`src/rtl/pipeline_pkg.sv`:
```
// Shared decode definitions for the ID stage: RV opcodes, immediate formats,
// instruction field positions and small opcode classification helpers.
package pipeline_pkg;

    localparam logic [6:0] OPC_LOAD   = 7'b0000011;
    localparam logic [6:0] OPC_STORE  = 7'b0100011;
    localparam logic [6:0] OPC_BRANCH = 7'b1100011;
    localparam logic [6:0] OPC_JAL    = 7'b1101111;
    localparam logic [6:0] OPC_JALR   = 7'b1100111;
    localparam logic [6:0] OPC_LUI    = 7'b0110111;
    localparam logic [6:0] OPC_AUIPC  = 7'b0010111;
    localparam logic [6:0] OPC_OP     = 7'b0110011;
    localparam logic [6:0] OPC_OP_IMM = 7'b0010011;
    localparam logic [6:0] OPC_SYSTEM = 7'b1110011;

    localparam int OPC_LSB = 0;
    localparam int RD_LSB  = 7;
    localparam int F3_LSB  = 12;
    localparam int RS1_LSB = 15;
    localparam int RS2_LSB = 20;
    localparam int F7_LSB  = 25;

    typedef enum logic [2:0] {
        IMM_NONE,
        IMM_I,
        IMM_S,
        IMM_B,
        IMM_U,
        IMM_J
    } imm_fmt_e;

    function automatic imm_fmt_e imm_format(input logic [6:0] opc);
        case (opc)
            OPC_LOAD, OPC_JALR, OPC_OP_IMM, OPC_SYSTEM: return IMM_I;
            OPC_STORE:                                  return IMM_S;
            OPC_BRANCH:                                 return IMM_B;
            OPC_LUI, OPC_AUIPC:                         return IMM_U;
            OPC_JAL:                                    return IMM_J;
            default:                                    return IMM_NONE;
        endcase
    endfunction

    function automatic logic opcode_known(input logic [6:0] opc);
        return (opc == OPC_LOAD)  || (opc == OPC_STORE) || (opc == OPC_BRANCH) ||
               (opc == OPC_JAL)   || (opc == OPC_JALR)  || (opc == OPC_LUI)    ||
               (opc == OPC_AUIPC) || (opc == OPC_OP)    || (opc == OPC_OP_IMM) ||
               (opc == OPC_SYSTEM);
    endfunction

    function automatic logic uses_rs1(input logic [6:0] opc);
        return !((opc == OPC_LUI) || (opc == OPC_AUIPC) || (opc == OPC_JAL));
    endfunction

    function automatic logic uses_rs2(input logic [6:0] opc);
        return (opc == OPC_OP) || (opc == OPC_STORE) || (opc == OPC_BRANCH);
    endfunction

    function automatic logic uses_rd(input logic [6:0] opc);
        return !((opc == OPC_STORE) || (opc == OPC_BRANCH));
    endfunction

endpackage

```
`src/rtl/pipeline_imm_gen.sv`:
```
// Combinational immediate builder: classifies the opcode into an RV immediate
// format and produces the sign-extended XLEN-wide value (0 for R-type/unknown).
module pipeline_imm_gen
    import pipeline_pkg::*;
#(
    parameter int XLEN = 32
) (
    input  logic [31:0]     instr,
    output logic [XLEN-1:0] imm
);

    imm_fmt_e fmt;

    assign fmt = imm_format(instr[OPC_LSB +: 7]);

    always_comb begin
        imm = '0;
        case (fmt)
            IMM_I: imm = XLEN'($signed(instr[31:20]));
            IMM_S: imm = XLEN'($signed({instr[31:25], instr[11:7]}));
            IMM_B: imm = XLEN'($signed({instr[31], instr[7], instr[30:25], instr[11:8], 1'b0}));
            IMM_U: imm = XLEN'($signed({instr[31:12], 12'b0}));
            IMM_J: imm = XLEN'($signed({instr[31], instr[19:12], instr[20], instr[30:21], 1'b0}));
            default: imm = '0;
        endcase
    end

endmodule

```
`src/rtl/pipeline_decode_stage.sv`:
```
// ID stage: field decode, register file with WB write-through, load-use stall
// and a valid/ready ID/EX pipeline register with flush.
module pipeline_decode_stage
    import pipeline_pkg::*;
#(
    parameter int XLEN  = 32,
    parameter int NREGS = 32
) (
    input  logic            clk_i,
    input  logic            rst_i,
    input  logic            in_valid_i,
    output logic            in_ready_o,
    input  logic [31:0]     instr_i,
    input  logic [XLEN-1:0] pc_i,
    input  logic            wb_we_i,
    input  logic [4:0]      wb_addr_i,
    input  logic [XLEN-1:0] wb_data_i,
    input  logic            ex_load_i,
    input  logic [4:0]      ex_rd_i,
    input  logic            flush_i,
    output logic            out_valid_o,
    input  logic            out_ready_i,
    output logic [XLEN-1:0] pc_o,
    output logic [6:0]      opcode_o,
    output logic [2:0]      funct3_o,
    output logic [6:0]      funct7_o,
    output logic [4:0]      rs1_o,
    output logic [4:0]      rs2_o,
    output logic [4:0]      rd_o,
    output logic [XLEN-1:0] rs1_data_o,
    output logic [XLEN-1:0] rs2_data_o,
    output logic [XLEN-1:0] imm_o,
    output logic            illegal_o
);

    localparam int AW = $clog2(NREGS);

    logic [XLEN-1:0] regs [NREGS];

    logic [6:0]      opc;
    logic [2:0]      f3;
    logic [6:0]      f7;
    logic [4:0]      rs1, rs2, rd;
    logic [XLEN-1:0] imm;
    logic [XLEN-1:0] rs1_data, rs2_data;
    logic            illegal;
    logic            advance, hazard, accept;

    function automatic logic idx_ok(input logic [4:0] idx);
        return {27'd0, idx} < 32'(NREGS);
    endfunction

    assign opc = instr_i[OPC_LSB +: 7];
    assign f3  = instr_i[F3_LSB  +: 3];
    assign f7  = instr_i[F7_LSB  +: 7];
    assign rs1 = instr_i[RS1_LSB +: 5];
    assign rs2 = instr_i[RS2_LSB +: 5];
    assign rd  = instr_i[RD_LSB  +: 5];

    pipeline_imm_gen #(.XLEN(XLEN)) u_imm_gen (
        .instr (instr_i),
        .imm   (imm)
    );

    // Out-of-range indices read as zero; illegal_o flags them for EX to trap.
    always_comb begin
        rs1_data = '0;
        rs2_data = '0;
        if (rs1 != 5'd0 && idx_ok(rs1)) begin
            if (wb_we_i && wb_addr_i == rs1) rs1_data = wb_data_i;
            else                             rs1_data = regs[rs1[AW-1:0]];
        end
        if (rs2 != 5'd0 && idx_ok(rs2)) begin
            if (wb_we_i && wb_addr_i == rs2) rs2_data = wb_data_i;
            else                             rs2_data = regs[rs2[AW-1:0]];
        end
    end

    assign illegal = !opcode_known(opc) ||
                     (uses_rs1(opc) && !idx_ok(rs1)) ||
                     (uses_rs2(opc) && !idx_ok(rs2)) ||
                     (uses_rd(opc)  && !idx_ok(rd));

    assign advance    = out_ready_i || !out_valid_o;
    assign hazard     = ex_load_i && out_valid_o && (ex_rd_i != 5'd0) &&
                        ((ex_rd_i == rs1) || ((ex_rd_i == rs2) && uses_rs2(opc)));
    assign in_ready_o = advance && !hazard && !flush_i;
    assign accept     = in_valid_i && in_ready_o;

    always_ff @(posedge clk_i or posedge rst_i) begin
        if (rst_i) begin
            for (int i = 0; i < NREGS; i++) regs[i] <= '0;
        end else if (wb_we_i && wb_addr_i != 5'd0 && idx_ok(wb_addr_i)) begin
            regs[wb_addr_i[AW-1:0]] <= wb_data_i;
        end
    end

    always_ff @(posedge clk_i or posedge rst_i) begin
        if (rst_i) begin
            out_valid_o <= 1'b0;
            pc_o        <= '0;
            opcode_o    <= '0;
            funct3_o    <= '0;
            funct7_o    <= '0;
            rs1_o       <= '0;
            rs2_o       <= '0;
            rd_o        <= '0;
            rs1_data_o  <= '0;
            rs2_data_o  <= '0;
            imm_o       <= '0;
            illegal_o   <= 1'b0;
        end else if (flush_i) begin
            out_valid_o <= 1'b0;
        end else if (advance) begin
            out_valid_o <= accept;
            if (accept) begin
                pc_o       <= pc_i;
                opcode_o   <= opc;
                funct3_o   <= f3;
                funct7_o   <= f7;
                rs1_o      <= rs1;
                rs2_o      <= rs2;
                rd_o       <= rd;
                rs1_data_o <= rs1_data;
                rs2_data_o <= rs2_data;
                imm_o      <= imm;
                illegal_o  <= illegal;
            end
        end
    end

endmodule

```
`config.mk`:
```
export PLATFORM = sky130hd
export DESIGN_NAME = pipeline_decode_stage
export DESIGN_NICKNAME = d
export VERILOG_FILES = /design/src/rtl/pipeline_pkg.sv /design/src/rtl/pipeline_imm_gen.sv /design/src/rtl/pipeline_decode_stage.sv
export SDC_FILE = /design/constraint.sdc
export NUM_CORES = 2
export LEC_CHECK = 0
export CORE_UTILIZATION = 66
export DETAILED_ROUTE_END_ITERATION = 16
export PLACE_DENSITY = 0.9
export SLEW_MARGIN = 15
export SYNTH_ARGS = -nofsm -noshare
export SYNTH_HDL_FRONTEND = slang
export SYNTH_HIERARCHICAL = 1
export SYNTH_SLANG_ARGS = --single-unit
```
`constraint.sdc`:
```
create_clock -name clk_i -period 103 [get_ports clk_i]
set_input_delay 10.3 -clock clk_i [delete_from_list [all_inputs] [get_ports clk_i]]
set_output_delay 10.3 -clock clk_i [all_outputs]
set_load 0.1 [all_outputs]
```
Word level (Yosys, flattened, before mapping)
Cells that the tools add are included.
{ "word_totals": {"reg_bits": 1186, "latchBits": 0, "ramBits": 0, "mem_bits_ro": 0, "input_bits": 113, "out_inout_bits": 163, "wordCells": 124, "n_memories": 0} }
{ "op_classes": {"add_sub_neg": 0, "mul": 0, "div_mod_pow": 0, "n_lt_le_gt_ge": 4, "eq_ne": 19, "n_shift": 0, "mux": 17, "bitwise": 4, "reduce_logical": 36} }
{ "op_table": {"columns": ["op", "n"], "rows": [
  ["$bwmux W1024", 1],
  ["$bmux W32 S5", 2],
  ["$mux W32", 9],
  ["$demux W32 S5", 1],
  ["$pmux W32 S5", 1],
  ["$eq A7 B7 Y1 const B", 4],
  ["$eq A7 B6 Y1 const B", 3],
  ["$eq A5 B5 Y1", 4],
  ["$reduce_bool A5 Y1", 4],
  ["$ge A6 B6 Y1 const B", 3],
  ["$not A5 Y6", 3],
  ["$pmux W3 S5", 1],
  ["$eq A7 B5 Y1 const B", 2],
  ["$logic_or A1 B1 Y1", 13],
  ["$logic_and A1 B1 Y1", 11],
  ["$eq A7 B2 Y1 const B", 1],
  ["$eq A3 B2 Y1 const B", 2],
  ["$eq A3 B3 Y1 const B", 2],
  ["$lt A6 B1 Y1 const B", 1],
  ["$logic_not A1 Y1", 4],
  ["$reduce_or A4 Y1", 1],
  ["$eq A3 B1 Y1 const B", 1],
  ["$reduce_and A3 Y1", 1],
  ["$mux W1", 2],
  ["3 further kinds", 3]
]} }

Longest topological paths before layout
{ "depth": {"ltp_word": 12, "ltp_mapped": 10, "ltp_nobuf": 6} }

Hierarchy
The synthesis kept the hierarchy.
{ "modules_own_cells": {"columns": ["module", "instances", "cells_each", "area_per_inst_um2", "seq_area_each_um2"], "rows": [
  ["pipeline_decode_stage", 1, 3896, 60764.5, 29678.5],
  ["pipeline_imm_gen", 1, 75, 558.0, 0.0]
]} }

Least setup slack after synthesis
No wires, ideal clock.
{ "synth_timing": {"kind": "input port to output port", "startpoint": "input ex_rd_i[1]", "endpoint": "output in_ready_o", "t_arrival_ns": 13.462, "t_required_ns": 92.700, "setup_slack_ns": 79.238, "stages": 5, "path_buffers": 1, "cell_sequence": "or4_1 o211ai_2 a21oi_2 clkbuf_1 nor3b_1"} }
{ "synth_via": {"elab_chain_len": 7, "elab_cells_between_ends": 10, "cone_classes": "eq/ne: 2; reduce/logical: 8"} }
{ "synth_rtl": {"columns": ["element", "line_no", "text"], "rows": [
  ["start: declaration", "pipeline_decode_stage.sv:19", "input logic [4:0] ex_rd_i,"],
  ["$eq A5 B5 Y1", "pipeline_decode_stage.sv:86", "((ex_rd_i == rs1) || ((ex_rd_i == rs2) && uses_rs2(opc)));"],
  ["$logic_and A1 B1 Y1", "pipeline_decode_stage.sv:86", null],
  ["$logic_or A1 B1 Y1", "pipeline_decode_stage.sv:86", null],
  ["$logic_and A1 B1 Y1 (*)", "pipeline_decode_stage.sv:85", "assign hazard = ex_load_i && out_valid_o && (ex_rd_i != 5'd0) &&"],
  ["$logic_not A1 Y1 (*)", "pipeline_decode_stage.sv:87", "assign in_ready_o = advance && !hazard && !flush_i;"],
  ["$logic_and A1 B1 Y1 (*) (2 in series)", "pipeline_decode_stage.sv:87", null],
  ["end: declaration", "pipeline_decode_stage.sv:12", "output logic in_ready_o,"]
]} }
Mark *: on every way between the ends. The rest lies on a longest branch, timed or not.

Final worst setup path
{ "layout_timing": {"startpoint": "input instr_i[2]", "endpoint": "output in_ready_o"} }
{ "layout_via": {"elab_chain_len": 9, "elab_cells_between_ends": 11, "cone_classes": "eq/ne: 3; reduce/logical: 8"} }
{ "layout_rtl": {"columns": ["element", "line_no", "text"], "rows": [
  ["start: declaration", "pipeline_decode_stage.sv:13", "input logic [31:0] instr_i,"],
  ["$eq A7 B6 Y1", "pipeline_pkg.sv:55", "return (opc == OPC_OP) || (opc == OPC_STORE) || (opc == OPC_BRANCH);"],
  ["$logic_or A1 B1 Y1", "pipeline_pkg.sv:55", null],
  ["$logic_or A1 B1 Y1 (*)", "pipeline_pkg.sv:55", null],
  ["$logic_and A1 B1 Y1 (*)", "pipeline_decode_stage.sv:86", null],
  ["$logic_or A1 B1 Y1 (*)", "pipeline_decode_stage.sv:86", null],
  ["$logic_and A1 B1 Y1 (*)", "pipeline_decode_stage.sv:85", null],
  ["$logic_not A1 Y1 (*)", "pipeline_decode_stage.sv:87", null],
  ["$logic_and A1 B1 Y1 (*) (2 in series)", "pipeline_decode_stage.sv:87", null]
]} }
Marked as above.

==> impl_metrics.tcl <==
set metrics [dict create \
    clk-insertion-delay-late_ps 700 \
    cts_hold_repair.buffers 0 \
    drc 0 \
    timing.critical_path.mode_cell "sky130_fd_sc_hd__clkdlybuf4s50_1" \
    die_area_sq_um 94100 \
    synth_top_area_share_pct 48.4 \
    worstPathCellList "clkdlybuf4s50_1 > nand4b_1 > a211oi_1 > nand4_1 > a21oi_4 > buf_4 > nor3b_1 > clkdlybuf4s50_1" \
    max_slew_margin_pct 19.0 \
    yosys.cell_types.count 62 \
    ratio_of_final_minimum_period_to_clock_period_pct 23.2 \
    routed_via_density 7.43 \
    r2r.worst_path.cells 7 \
    fin_ws_ps 79120 \
    globalRouteTotalUtil_pct 37.0 \
    critPathMaxStageDelay_ps 1000 \
    tritoncts_num_sinks 1186 \
    setup_tns_ps 0 \
    outcome "finished, final reports clean" \
    route.detailed.wl_per_inst_um 32.1 \
    number_of_antenna_violations_at_the_first_check_in_global_routing 2 \
    static-leakage-power_uw 0.0293 \
    primary_ff_master_synth "sky130_fd_sc_hd__dfrtp_1" \
    drtPass1Iterations 5 \
    rsz0062_at_grt "false" \
    area_grow_syn2layout_pct 11.4 \
    cpMaxStageDelayCell "sky130_fd_sc_hd__clkdlybuf4s50_1" \
    crit_buf_inv 3 \
    worstHoldPathType "flip-flop to flip-flop" \
    timing.max_cap.violations 0 \
    ys.warnings.count 6 \
    min-delay-start "regs[998]" \
    cts_setup_buffers 0 \
    crit_end_element "output pin" \
    ctsLongestPathBuffers 3 \
    portBuffers 275 \
    worst_ep_required_time_ps 92700 \
    worst_ir_drop_vdd_mv 0.0129 \
    ys_seq_elements 1186 \
    synthArstFlopShare_pct 100 \
    fmax_mhz 41.9 \
    boundaryPins 276 \
    arrival_ps 13580 \
    postRouteAntennaNets 0 \
    first_global_vias 41800 \
    synth_top_area_cell "sky130_fd_sc_hd__dfrtp_1" \
    reg2reg_to "rs2_o[2]" \
    critical_path.max_fanout 38 \
    netlist_instances 3971 \
    ctsResizeCount 0 \
    final_hold_viol_count 0 \
    total_grt_overflow 0 \
    clockRootBuffer "sky130_fd_sc_hd__clkbuf_16" \
    pre_cts_slack_ps 79190 \
    tightest_slew_ps 1210 \
    syn-cell-area_sq_um 61300 \
    cts.clk_slew.worst_paths_ps 60 \
    post_route_cells_drive_above_1_share_pct 50.0 \
    placementRows 111 \
    dpl.hpwl_mm 92.5 \
    ctsHtreeMaxLevel 3 \
    place.gp.congestion 0.857 \
    syn-mean-instance-area_sq_um 15.4 \
    drtIter0Drc 4542 \
    final.min_clock_period_ps 23880 \
    cts_tree "done" \
    chipHeight_um 307 \
    min_path_cells 0 \
    num-nets-final 4097 \
    timing_worst_setup_path_type "input port to output pin" \
    grt_pass1_wl_mm 260 \
    num_cts_buffers 116 \
    synth_most_common_cell "sky130_fd_sc_hd__mux2_2" \
    postSynthNetCount 4084 \
    fp.dieW_um 307 \
    setup_viol 0 \
    total_power_density_per_cell_area_nw_per_um2 20.6 \
    drt_wl_total_mm 171 \
    r2r_start "out_valid_o" \
    worst_setup_path_start_kind "input port" \
    seq_area_frac_synth_pct 48.4 \
    synthTopCellsByArea "sky130_fd_sc_hd__dfrtp_1, sky130_fd_sc_hd__mux2_2, sky130_fd_sc_hd__mux4_2" \
    synth_enable_flop_cells 0 \
    final-max-slew-violation-count 0 \
    ys_top_cells_by_count "sky130_fd_sc_hd__mux2_2, sky130_fd_sc_hd__dfrtp_1, sky130_fd_sc_hd__mux4_2" \
    ff2ff_setup_slack_ps 99140 \
    maximum_number_of_pins_on_one_net_before_global_route_repair 177 \
    fin_worst_skew_ps 22.5 \
    worst_hold_path.endpoint "regs[998]" \
    worst_path_dominant_cell_family "buffers and inverters" \
    detailroute.via_count 39500 \
    initial_core_util_pct 66.8 \
    placeableCoreArea_sq_um 91800 \
]
[where the power goes]
group	internal (uW)	switching, uW	total, uW
clock	237	183	420
combinational	176	191	367
sequential	554	66.9	621
[state kept, by name (all words and copies together), names as in the netlist]
| register | cells |
|---|---|
| funct3_o | 3 |
| funct7_o | 7 |
| illegal_o | 1 |
| imm_o | 32 |
| opcode_o | 7 |
| out_valid_o | 1 |
| pc_o | 32 |
| rd_o | 5 |
| regs | 1024 |
| rs1_data_o | 32 |
| rs1_o | 5 |
| rs2_data_o | 32 |
| rs2_o | 5 |
[cell families (layout without fill, tap and decap cells)]
logic type	after synthesis	after routing	synth area share [%]
flip-flops	1186	1186	48.4
AO/OA/AOI/OAI	273	273	3.43
XOR/XNOR	21	21	0.300
other	0	3	0
buffers and inverters	461	564	3.22
AND/OR/NAND/NOR	177	177	1.49
multiplexers	1853	1853	43.2
[layer usage]
metal	vias up	share of wire [%]	global-route usage (%)
li1	15400	-	-
met1	20900	36	48.2
met2	2550	48	58.5
met3	634	10	9.10
met4	2	5.2	19.0
met5	-	0.0088	0
[layout by cell type, fill, tap and decap left out, types with 13 or more instances in the layout]
cell type                         synthesis  layout
sky130_fd_sc_hd__clkbuf_8                 0      30
sky130_fd_sc_hd__o221ai_1                30      30
sky130_fd_sc_hd__clkbuf_1               270      29
sky130_fd_sc_hd__a21o_1                  19      19
sky130_fd_sc_hd__xor2_1                  15      15
sky130_fd_sc_hd__a221o_1                 33      33
sky130_fd_sc_hd__o21ai_0                 38      38
sky130_fd_sc_hd__a221oi_1                63      63
sky130_fd_sc_hd__clkdlybuf4s50_1          0     265
sky130_fd_sc_hd__mux2_2                1205    1205
sky130_fd_sc_hd__mux4_2                 512     512
sky130_fd_sc_hd__nand2_1                 52      39
sky130_fd_sc_hd__dfrtp_1               1186    1186
sky130_fd_sc_hd__clkbuf_16                0     119
sky130_fd_sc_hd__nor3_1                  41      39
sky130_fd_sc_hd__nor2_4                   0      16
sky130_fd_sc_hd__clkinv_2                 0      23
sky130_fd_sc_hd__o22ai_1                 63      63
sky130_fd_sc_hd__mux2i_1                128     128
sky130_fd_sc_hd__nand2_2                  0      13
sky130_fd_sc_hd__buf_4                    1      67
[stage by stage]
stage,cells,utilization [%],hold WS [ps],instance area [sq um],total power (uW)
finish,5320,74.4,394,68300,1410
floorplan,3971,-,441,61300,895
global route,5318,74.4,407,68300,1450
detailed placement,5109,70.4,383,64600,985
CTS,5317,74.4,397,68300,1410
global placement,5109,70.4,377,64600,965
[cell type report]
| class | count | area (sq um) |
|---|---|---|
| fillers | 5139 | 23500 |
| inverters | 6 | 35.0 |
| well taps | 1243 | 1560 |
| repair buffers | 350 | 3410 |
| flip-flops and latches | 1186 | 29700 |
| multi-input cells | 2324 | 29900 |
| diodes | 3 | 7.51 |
| clock inverters | 31 | 250 |
| clock buffers | 177 | 3490 |
[worst max-delay path by stage]
stage           startpoint          end  slack, ps  depth (start not counted)
6_report        instr_i[2]   in_ready_o      79120                          8
5_1_grt         instr_i[2]   in_ready_o      79060                          8
4_1_cts         instr_i[2]   in_ready_o      79190                          8
3_5_place_dp    instr_i[2]   in_ready_o      79190                          8
3_3_place_gp   instr_i[19]   in_ready_o      79210                          8
2_1_floorplan        rst_i  funct3_o[0]      59290                          1
Power figures use the tool's default switching activity.
